File: config.mk
export PLATFORM = sky130hd
export DESIGN_NAME = id_ex_issue
export DESIGN_NICKNAME = d
export VERILOG_FILES = /design/src/rtl/id_ex_issue_pkg.sv /design/src/rtl/id_ex_issue_decoder.sv /design/src/rtl/id_ex_issue.sv
export SDC_FILE = /design/constraint.sdc
export NUM_CORES = 1
export LEC_CHECK = 0
export BUFFER_PORTS_ARGS = -buffer_cell sky130_fd_sc_hd__buf_2
export CAP_MARGIN = 20
export CELL_PAD_IN_SITES_DETAIL_PLACEMENT = 1
export CELL_PAD_IN_SITES_GLOBAL_PLACEMENT = 1
export CORE_UTILIZATION = 38
export DETAILED_ROUTE_END_ITERATION = 8
export PLACE_DENSITY_LB_ADDON = 0.1
export SYNTH_ARGS = -nofsm -noshare
export SYNTH_HDL_FRONTEND = slang
export SYNTH_HIERARCHICAL = 1
export SYNTH_SLANG_ARGS = --single-unit
File: constraint.sdc
create_clock -name clk -period 9.13 [get_ports clk]
set_input_delay 1.826 -clock clk [delete_from_list [all_inputs] [get_ports clk]]
set_output_delay 1.826 -clock clk [all_outputs]
set_load 0.01 [all_outputs]
File: src/rtl/id_ex_issue_pkg.sv
// Shared definitions for the decode/issue stage.
// Holds the datapath widths, opcode values, ALU command codes, branch-type
// codes and the decoded-control record that the decoder hands to the issue
// stage.
package id_ex_issue_pkg;

  localparam int WORD_LEN     = 32;
  localparam int EXE_CMD_LEN  = 4;
  localparam int REG_ADDR_LEN = 5;
  localparam int OPCODE_LEN   = 6;

  // Opcodes
  localparam logic [OPCODE_LEN-1:0] OP_NOP  = 6'd0;
  localparam logic [OPCODE_LEN-1:0] OP_ADD  = 6'd1;
  localparam logic [OPCODE_LEN-1:0] OP_SUB  = 6'd3;
  localparam logic [OPCODE_LEN-1:0] OP_AND  = 6'd5;
  localparam logic [OPCODE_LEN-1:0] OP_OR   = 6'd6;
  localparam logic [OPCODE_LEN-1:0] OP_NOR  = 6'd7;
  localparam logic [OPCODE_LEN-1:0] OP_XOR  = 6'd8;
  localparam logic [OPCODE_LEN-1:0] OP_SLA  = 6'd9;
  localparam logic [OPCODE_LEN-1:0] OP_SLL  = 6'd10;
  localparam logic [OPCODE_LEN-1:0] OP_SRA  = 6'd11;
  localparam logic [OPCODE_LEN-1:0] OP_SRL  = 6'd12;
  localparam logic [OPCODE_LEN-1:0] OP_ADDI = 6'd32;
  localparam logic [OPCODE_LEN-1:0] OP_SUBI = 6'd33;
  localparam logic [OPCODE_LEN-1:0] OP_LD   = 6'd36;
  localparam logic [OPCODE_LEN-1:0] OP_ST   = 6'd37;
  localparam logic [OPCODE_LEN-1:0] OP_BEZ  = 6'd40;
  localparam logic [OPCODE_LEN-1:0] OP_BNE  = 6'd41;
  localparam logic [OPCODE_LEN-1:0] OP_JMP  = 6'd42;

  // ALU commands
  localparam logic [EXE_CMD_LEN-1:0] EXE_NO_OPERATION = 4'd0;
  localparam logic [EXE_CMD_LEN-1:0] EXE_ADD          = 4'd1;
  localparam logic [EXE_CMD_LEN-1:0] EXE_SUB          = 4'd2;
  localparam logic [EXE_CMD_LEN-1:0] EXE_AND          = 4'd3;
  localparam logic [EXE_CMD_LEN-1:0] EXE_OR           = 4'd4;
  localparam logic [EXE_CMD_LEN-1:0] EXE_NOR          = 4'd5;
  localparam logic [EXE_CMD_LEN-1:0] EXE_XOR          = 4'd6;
  localparam logic [EXE_CMD_LEN-1:0] EXE_SLA          = 4'd7;
  localparam logic [EXE_CMD_LEN-1:0] EXE_SLL          = 4'd8;
  localparam logic [EXE_CMD_LEN-1:0] EXE_SRA          = 4'd9;
  localparam logic [EXE_CMD_LEN-1:0] EXE_SRL          = 4'd10;

  // Branch types
  localparam logic [1:0] BR_NONE = 2'd0;
  localparam logic [1:0] BR_BEZ  = 2'd1;
  localparam logic [1:0] BR_BNE  = 2'd2;
  localparam logic [1:0] BR_JMP  = 2'd3;

  typedef struct packed {
    logic [EXE_CMD_LEN-1:0] exe_cmd;
    logic                   imm_sel;     // operand B is the immediate
    logic                   wb_en;
    logic                   mem_rd;
    logic                   mem_wr;
    logic [1:0]             br_type;
    logic                   use_src1;    // rf_addr1 register is read
    logic                   use_src2;    // rf_addr2 register is read
    logic                   addr2_dest;  // rf_addr2 comes from the dest field
    logic                   illegal;
  } dec_t;

  // ALU command for the register-register group.
  function automatic logic [EXE_CMD_LEN-1:0] rr_cmd(input logic [OPCODE_LEN-1:0] op);
    logic [EXE_CMD_LEN-1:0] cmd;
    cmd = EXE_NO_OPERATION;
    case (op)
      OP_ADD:  cmd = EXE_ADD;
      OP_SUB:  cmd = EXE_SUB;
      OP_AND:  cmd = EXE_AND;
      OP_OR:   cmd = EXE_OR;
      OP_NOR:  cmd = EXE_NOR;
      OP_XOR:  cmd = EXE_XOR;
      OP_SLA:  cmd = EXE_SLA;
      OP_SLL:  cmd = EXE_SLL;
      OP_SRA:  cmd = EXE_SRA;
      OP_SRL:  cmd = EXE_SRL;
      default: cmd = EXE_NO_OPERATION;
    endcase
    return cmd;
  endfunction

endpackage

File: src/rtl/id_ex_issue_decoder.sv
// Purely combinational opcode decoder for the issue stage.
// Ports:
//   opcode  in   instruction bits [31:26]
//   dec     out  decoded control record (ALU command, operand/memory/branch
//                controls, register-use flags, illegal flag)
// Undefined opcodes decode as a NOP with the illegal flag raised.
module id_ex_issue_decoder
  import id_ex_issue_pkg::*;
(
  input  logic [OPCODE_LEN-1:0] opcode,
  output dec_t                  dec
);

  always_comb begin
    dec         = '0;
    dec.exe_cmd = EXE_NO_OPERATION;
    dec.br_type = BR_NONE;
    case (opcode)
      OP_NOP: ;
      OP_ADD, OP_SUB, OP_AND, OP_OR, OP_NOR, OP_XOR,
      OP_SLA, OP_SLL, OP_SRA, OP_SRL: begin
        dec.exe_cmd  = rr_cmd(opcode);
        dec.wb_en    = 1'b1;
        dec.use_src1 = 1'b1;
        dec.use_src2 = 1'b1;
      end
      OP_ADDI, OP_SUBI: begin
        dec.exe_cmd  = (opcode == OP_ADDI) ? EXE_ADD : EXE_SUB;
        dec.imm_sel  = 1'b1;
        dec.wb_en    = 1'b1;
        dec.use_src1 = 1'b1;
      end
      OP_LD: begin
        dec.exe_cmd  = EXE_ADD;
        dec.imm_sel  = 1'b1;
        dec.wb_en    = 1'b1;
        dec.mem_rd   = 1'b1;
        dec.use_src1 = 1'b1;
      end
      OP_ST: begin
        dec.exe_cmd    = EXE_ADD;
        dec.imm_sel    = 1'b1;
        dec.mem_wr     = 1'b1;
        dec.use_src1   = 1'b1;
        dec.use_src2   = 1'b1;
        dec.addr2_dest = 1'b1;
      end
      OP_BEZ, OP_BNE: begin
        dec.imm_sel    = 1'b1;
        dec.br_type    = (opcode == OP_BEZ) ? BR_BEZ : BR_BNE;
        dec.use_src1   = 1'b1;
        dec.use_src2   = 1'b1;
        dec.addr2_dest = 1'b1;
      end
      OP_JMP: begin
        dec.imm_sel = 1'b1;
        dec.br_type = BR_JMP;
      end
      default: dec.illegal = 1'b1;
    endcase
  end

endmodule

File: src/rtl/id_ex_issue.sv
// Decode/issue stage: decodes the instruction from IF, reads operands from
// the register file, checks for load-use hazards and holds the result in the
// ID/EX pipeline register with valid/ready handshakes on both sides.
// Ports:
//   clk, rst                          clock, synchronous active-high reset
//   in_valid/in_ready/in_instr/in_pc  instruction from IF
//   flush                             kill ID/EX contents and incoming instr
//   rf_addr1/2, rf_data1/2            register file read (same cycle)
//   out_valid/out_ready               ID/EX handshake toward EX
//   out_exe_cmd .. out_pc             ID/EX payload
//   out_illegal                       sticky undefined-opcode flag
module id_ex_issue
  import id_ex_issue_pkg::*;
#(
  parameter int WORD_LEN     = id_ex_issue_pkg::WORD_LEN,
  parameter int EXE_CMD_LEN  = id_ex_issue_pkg::EXE_CMD_LEN,
  parameter int REG_ADDR_LEN = id_ex_issue_pkg::REG_ADDR_LEN
) (
  input  logic                    clk,
  input  logic                    rst,
  input  logic                    in_valid,
  output logic                    in_ready,
  input  logic [WORD_LEN-1:0]     in_instr,
  input  logic [WORD_LEN-1:0]     in_pc,
  input  logic                    flush,
  output logic [REG_ADDR_LEN-1:0] rf_addr1,
  output logic [REG_ADDR_LEN-1:0] rf_addr2,
  input  logic [WORD_LEN-1:0]     rf_data1,
  input  logic [WORD_LEN-1:0]     rf_data2,
  output logic                    out_valid,
  input  logic                    out_ready,
  output logic [EXE_CMD_LEN-1:0]  out_exe_cmd,
  output logic [WORD_LEN-1:0]     out_val1,
  output logic [WORD_LEN-1:0]     out_val2,
  output logic [WORD_LEN-1:0]     out_st_val,
  output logic [REG_ADDR_LEN-1:0] out_dest,
  output logic                    out_wb_en,
  output logic                    out_mem_rd,
  output logic                    out_mem_wr,
  output logic [1:0]              out_br_type,
  output logic [WORD_LEN-1:0]     out_pc,
  output logic                    out_illegal
);

  dec_t                    dec;
  logic [REG_ADDR_LEN-1:0] f_dest;
  logic [REG_ADDR_LEN-1:0] f_src1;
  logic [REG_ADDR_LEN-1:0] f_src2;
  logic [WORD_LEN-1:0]     imm_ext;
  logic                    hit1;
  logic                    hit2;
  logic                    load_hazard;
  logic                    transfer;

  id_ex_issue_decoder u_decoder (
    .opcode (in_instr[31:26]),
    .dec    (dec)
  );

  assign f_dest  = in_instr[25:21];
  assign f_src1  = in_instr[20:16];
  assign f_src2  = in_instr[15:11];
  assign imm_ext = {{(WORD_LEN-16){in_instr[15]}}, in_instr[15:0]};

  // Stores and branches read the register named in the dest field.
  assign rf_addr1 = f_src1;
  assign rf_addr2 = dec.addr2_dest ? f_dest : f_src2;

  // A load still sitting in ID/EX cannot forward its data yet; an
  // instruction reading its destination must wait one cycle.
  assign hit1        = dec.use_src1 && (rf_addr1 == out_dest);
  assign hit2        = dec.use_src2 && (rf_addr2 == out_dest);
  assign load_hazard = out_valid && out_mem_rd && (out_dest != '0) && (hit1 || hit2);

  assign in_ready = !rst && (!out_valid || out_ready) && !load_hazard && !flush;
  assign transfer = in_valid && in_ready;

  always_ff @(posedge clk) begin
    if (rst) begin
      out_valid   <= 1'b0;
      out_exe_cmd <= EXE_NO_OPERATION;
      out_val1    <= '0;
      out_val2    <= '0;
      out_st_val  <= '0;
      out_dest    <= '0;
      out_wb_en   <= 1'b0;
      out_mem_rd  <= 1'b0;
      out_mem_wr  <= 1'b0;
      out_br_type <= BR_NONE;
      out_pc      <= '0;
      out_illegal <= 1'b0;
    end else if (flush) begin
      out_valid <= 1'b0;
    end else if (transfer) begin
      out_valid   <= 1'b1;
      out_exe_cmd <= dec.exe_cmd;
      out_val1    <= rf_data1;
      out_val2    <= dec.imm_sel ? imm_ext : rf_data2;
      out_st_val  <= rf_data2;
      out_dest    <= f_dest;
      out_wb_en   <= dec.wb_en;
      out_mem_rd  <= dec.mem_rd;
      out_mem_wr  <= dec.mem_wr;
      out_br_type <= dec.br_type;
      out_pc      <= in_pc;
      out_illegal <= out_illegal || dec.illegal;
    end else if (out_ready) begin
      // Payload is left in place; only out_valid gates it.
      out_valid <= 1'b0;
    end
  end

endmodule
# == After elaboration in Yosys (flattened, before gate mapping) ==
# Memories as Yosys holds them, arrays and structs flattened.
# Cells that the tools add are included.
# classes
eq_ne,19
n_mux,17
n_bitwise,1
n_reduce_logical,32
# ops
operator,count
"== test 6 bit, second input constant",7
two-way mux 32 bit,1
"== test 6 x 4 -> 1 bit, second input constant",5
OR reduction 13 bit,2
"== test 6 x 3 -> 1 bit, second input constant",3
OR reduction 18 bit,1
OR reduction 16 bit,1
one-hot mux 4 bit (3 select lines),1
== test 5 bit,2
two-way mux 1 bit,10
OR reduction 10 bit,1
logical AND 1 bit,9
OR reduction 2 bit,4
OR reduction 7 bit,1
"== test 6 x 1 -> 1 bit, second input constant",1
"== test 6 x 2 -> 1 bit, second input constant",1
logical NOT 6 bit,1
two-way mux 5 bit,1
nonzero test 5 bit,1
logical NOT 1 bit,4
two-way mux 2 bit,2
two-way mux 4 bit,1
one-hot mux 2 bit (2 select lines),1
logical OR 1 bit,3
5 further kinds,5
# totals
ff_bits,144
rom_bits,64
in_bits,133
wordCells,82
mem_count,1
# mem_list
name,depth,word_bits,read_ports,rd_ports_with_merged_regs,write_ports,line_no,text
(no name shown),16,4,1,0,0,id_ex_issue_pkg.sv:68,case (op)

# == Depth between registers and ports, before layout ==
# logic_depth
depth_word,13
ltp_mapped,13
mapped_depth_nobuf,9

# == Modules after synthesis ==
# Netlist, hierarchy kept.
# modules_own_cells
module,n_inst,cells_each,area_per_inst_um2,seq_area_each_um2
id_ex_issue,1,544,6037.0,2882.8
id_ex_issue_decoder,1,67,392.9,0.0

# == Worst setup path before layout ==
# OpenSTA, ideal clock, no wires.
# synth_path
path_type,input-to-output
start,input in_instr[31]
end,output in_ready
t_arrival_ns,3.712
t_required_ns,7.304
path_slack_ns,3.592
stages,8
path_buffers,2
path_cell_list,buf_4 -> buf_2 -> nand2b_1 -> a211oi_1 -> mux2_2 -> xnor2_1 -> nand4_1 -> o21a_1
# synth_rtl
item,line_no,text
"start, declared",id_ex_issue.sv:23,"input logic [WORD_LEN-1:0] in_instr,"
"end, declared",id_ex_issue.sv:22,"output logic in_ready,"

==> results.ini <==
[floorplan]
die-area_mm2=0.0174
core_area_mm2=0.0165
io_pins=288
start_util=0.389
die_y_um=132
row_count=47
die_w_um=132

[sta]
worst_slew_pin_slew_ns=1.02
fin_crit_ns=6.39
worst_clock_skew_ns=0.00935
tns_ns=0
hold_viol=0
setup_violations=0
fmax_ghz=0.157
rsz0062_at_grt=false
finalCritPeriodShare=0.700
drv_slew=0
maxSlewHeadroom=0.318
holdWs_ns=0.458

[route]
drt-initial-drc-count=146
via_per_inst=4.88
wire_per_inst_um=17.2
drcViolationCount=0
routed_wl_mm=19.0
final_antenna_net_count=0
drt-pass1-iter-count=4
vias=5414

[synthesis]
netlist_instances=611
synth-compound-area-share=0.0531
syn_area_mm2=0.00643
yosysTopAreaCell=dfxtp_1
yosysMostFrequentCell=dfxtp_1
synth_enable_flop_cells=0
synthMuxAreaShare=0.278
yosys_warnings=6
synth_xor_area_frac=0.0150
ys_async_sr_fraction=0
synth_commonest_cells=dfxtp_1, nor2b_1, mux2_2
synth_top_cell_area_share=0.448
synth_top_family_by_area=multiplexers
yosys.area_share.simple=0.159
synthAdderAreaFrac=0
synthDistinctLibCells=43
ys_ff_latch=144
synthTopCellsByArea=dfxtp_1, mux2_2, nor2b_1
synth_seq_area_share=0.448
syn_nets=744
ys.flop_type=dfxtp_1
avgSynthCellArea_um2=10.5

[min_path]
worstHoldPathType=reg2reg

[clock_network]
cts_resized=0
clk_latency_ns=0.42
cts_setup_buffers=0
cts_root_buffer=clkbuf_16
cts_tree=built
path_clk_slew_ns=0.06
ctsHoldBuffers=0
htreeDepth=4
cts_num_sinks=144
cts_buffers=17
clockBufferDepth=2

[worst_setup_path]
worst_r2r_path_depth=7
setup.worst_path.end=in_ready
critPathLaunchType=input port
r2r_end=out_pc[1]
required_ns=7.30
cp_max_fo=15
crit_start=in_instr[26]
cp.arrival_ns=4.56
cp-end-kind=primary output
crit_type=in2out
r2r-start=out_dest[3]
rrSetupSlack_ns=5.88

[power]
comb_power_share=0.193
power_frac_seq=0.411
power_leakage_uw=0.00422
netSwitchingFraction=0.270
max-vdd-ir-drop_uv=142
power.density_mw_per_mm2=210
p_sw_uw=485
clkPwrFrac=0.396
internal-power_uw=1310

[global_routing]
grt_pass1_vias=5593
grt.overflow.total=0
grt_max_degree=78
groute.usage.overall=0.218
antenna_found_initial=4
grt_first_pass_wirelength_mm=29.6

[flow_run]
maxCapViolations=0

[placement]
place_congestion=0.754
portBuffers=287
dp_hpwl_mm=14.0

[cells_and_area]
synthToLayoutAreaGrowth_pct=33.4
final_nets=1008
drive_gt1_frac=0.448

[outcome]
status=finished, final reports clean

[worst min path at each step]
stage,startpoint,cells after the start,to,slack (ns)
2_1_floorplan,out_val2[0],2,out_val2[0],0.48
3_3_place_gp,out_val2[18],2,out_val2[18],0.44
3_5_place_dp,out_val2[15],2,out_val2[15],0.45
4_1_cts,out_val2[15],2,out_val2[15],0.46
5_1_grt,out_val2[21],2,out_val2[21],0.48
6_report,out_val2[26],2,out_val2[26],0.46
[critical path: stages]
cell and delay [ns]:
buf_2 0.23, nor2b_1 0.30, nand2_1 0.10, a211oi_1 0.86
mux2_2 0.44, xnor2_1 0.16, nand4_1 0.22, o21a_1 0.26
buf_2 0.16
[sequential cells by signal (all words and copies together) (netlist names), 2 cells and up]
| name | flops |
|---|---|
| out_st_val | 32 |
| out_val2 | 32 |
| out_pc | 32 |
| out_val1 | 32 |
| out_br_type | 2 |
| out_exe_cmd | 4 |
| out_dest | 5 |
[power by group through the flow]
stage	Clock, uW	Sequential (uW)	Combinational, uW
6_report	712	739	347
5_1_grt	755	747	375
4_1_cts	732	739	351
3_5_place_dp	0	752	349
3_3_place_gp	0	748	337
2_1_floorplan	0	786	172
[routing by layer]
metal	vias up	global-route usage	routed length [um]
met5	-	0	9
met4	2	0.0801	272
met3	23	0.0592	1030
met2	153	0.401	10100
met1	2624	0.238	7660
li1	2612	-	-
[layout make-up]
cell class,count,area [um^2]
fillers,1934,7950
multi-input cells,411,3270
flip-flops and latches,144,2880
repair buffers,293,1500
clock buffers,20,447
well taps,220,275
clock inverters,12,159
inverters,8,30.0
diodes,2,5.00
[cells by family (layout without fill, tap and decap cells)]
kind of cell,after synthesis,after routing
AO/OA/AOI/OAI,53,53
XOR/XNOR,11,11
flip-flops,144,144
AND/OR/NAND/NOR,183,183
multiplexers,164,164
other,0,2
buffers and inverters,56,333
[through the flow]
step | cells | area (um^2) | utilization | total power, uW | setup WS [ns]
2_1_floorplan | 611 | 6430 | - | 957 | 3.59
3_3_place_gp | 1075 | 7940 | 0.480 | 1080 | 2.97
3_5_place_dp | 1075 | 7940 | 0.480 | 1100 | 2.75
4_1_cts | 1107 | 8540 | 0.517 | 1820 | 2.73
5_1_grt | 1110 | 8580 | 0.519 | 1880 | 2.58
6_report | 1110 | 8580 | 0.519 | 1800 | 2.74
[cell usage in the layout, fill, tap and decap left out, types with 3 or more instances in the layout]
cell       count
a211oi_1       4
a21oi_1       24
buf_2        286
buf_4          6
bufinv_16      3
clkbuf_16     17
clkinv_4       3
dfxtp_1      144
inv_1          6
mux2_1        48
mux2_2        67
mux2i_1       49
nand2_1       40
nand2b_1       5
nor2_1        12
nor2b_1      112
nor3_1         5
o21ai_0        7
xnor2_1        6
xor2_1         5
Note: power is estimated with default switching activity, not from simulation.
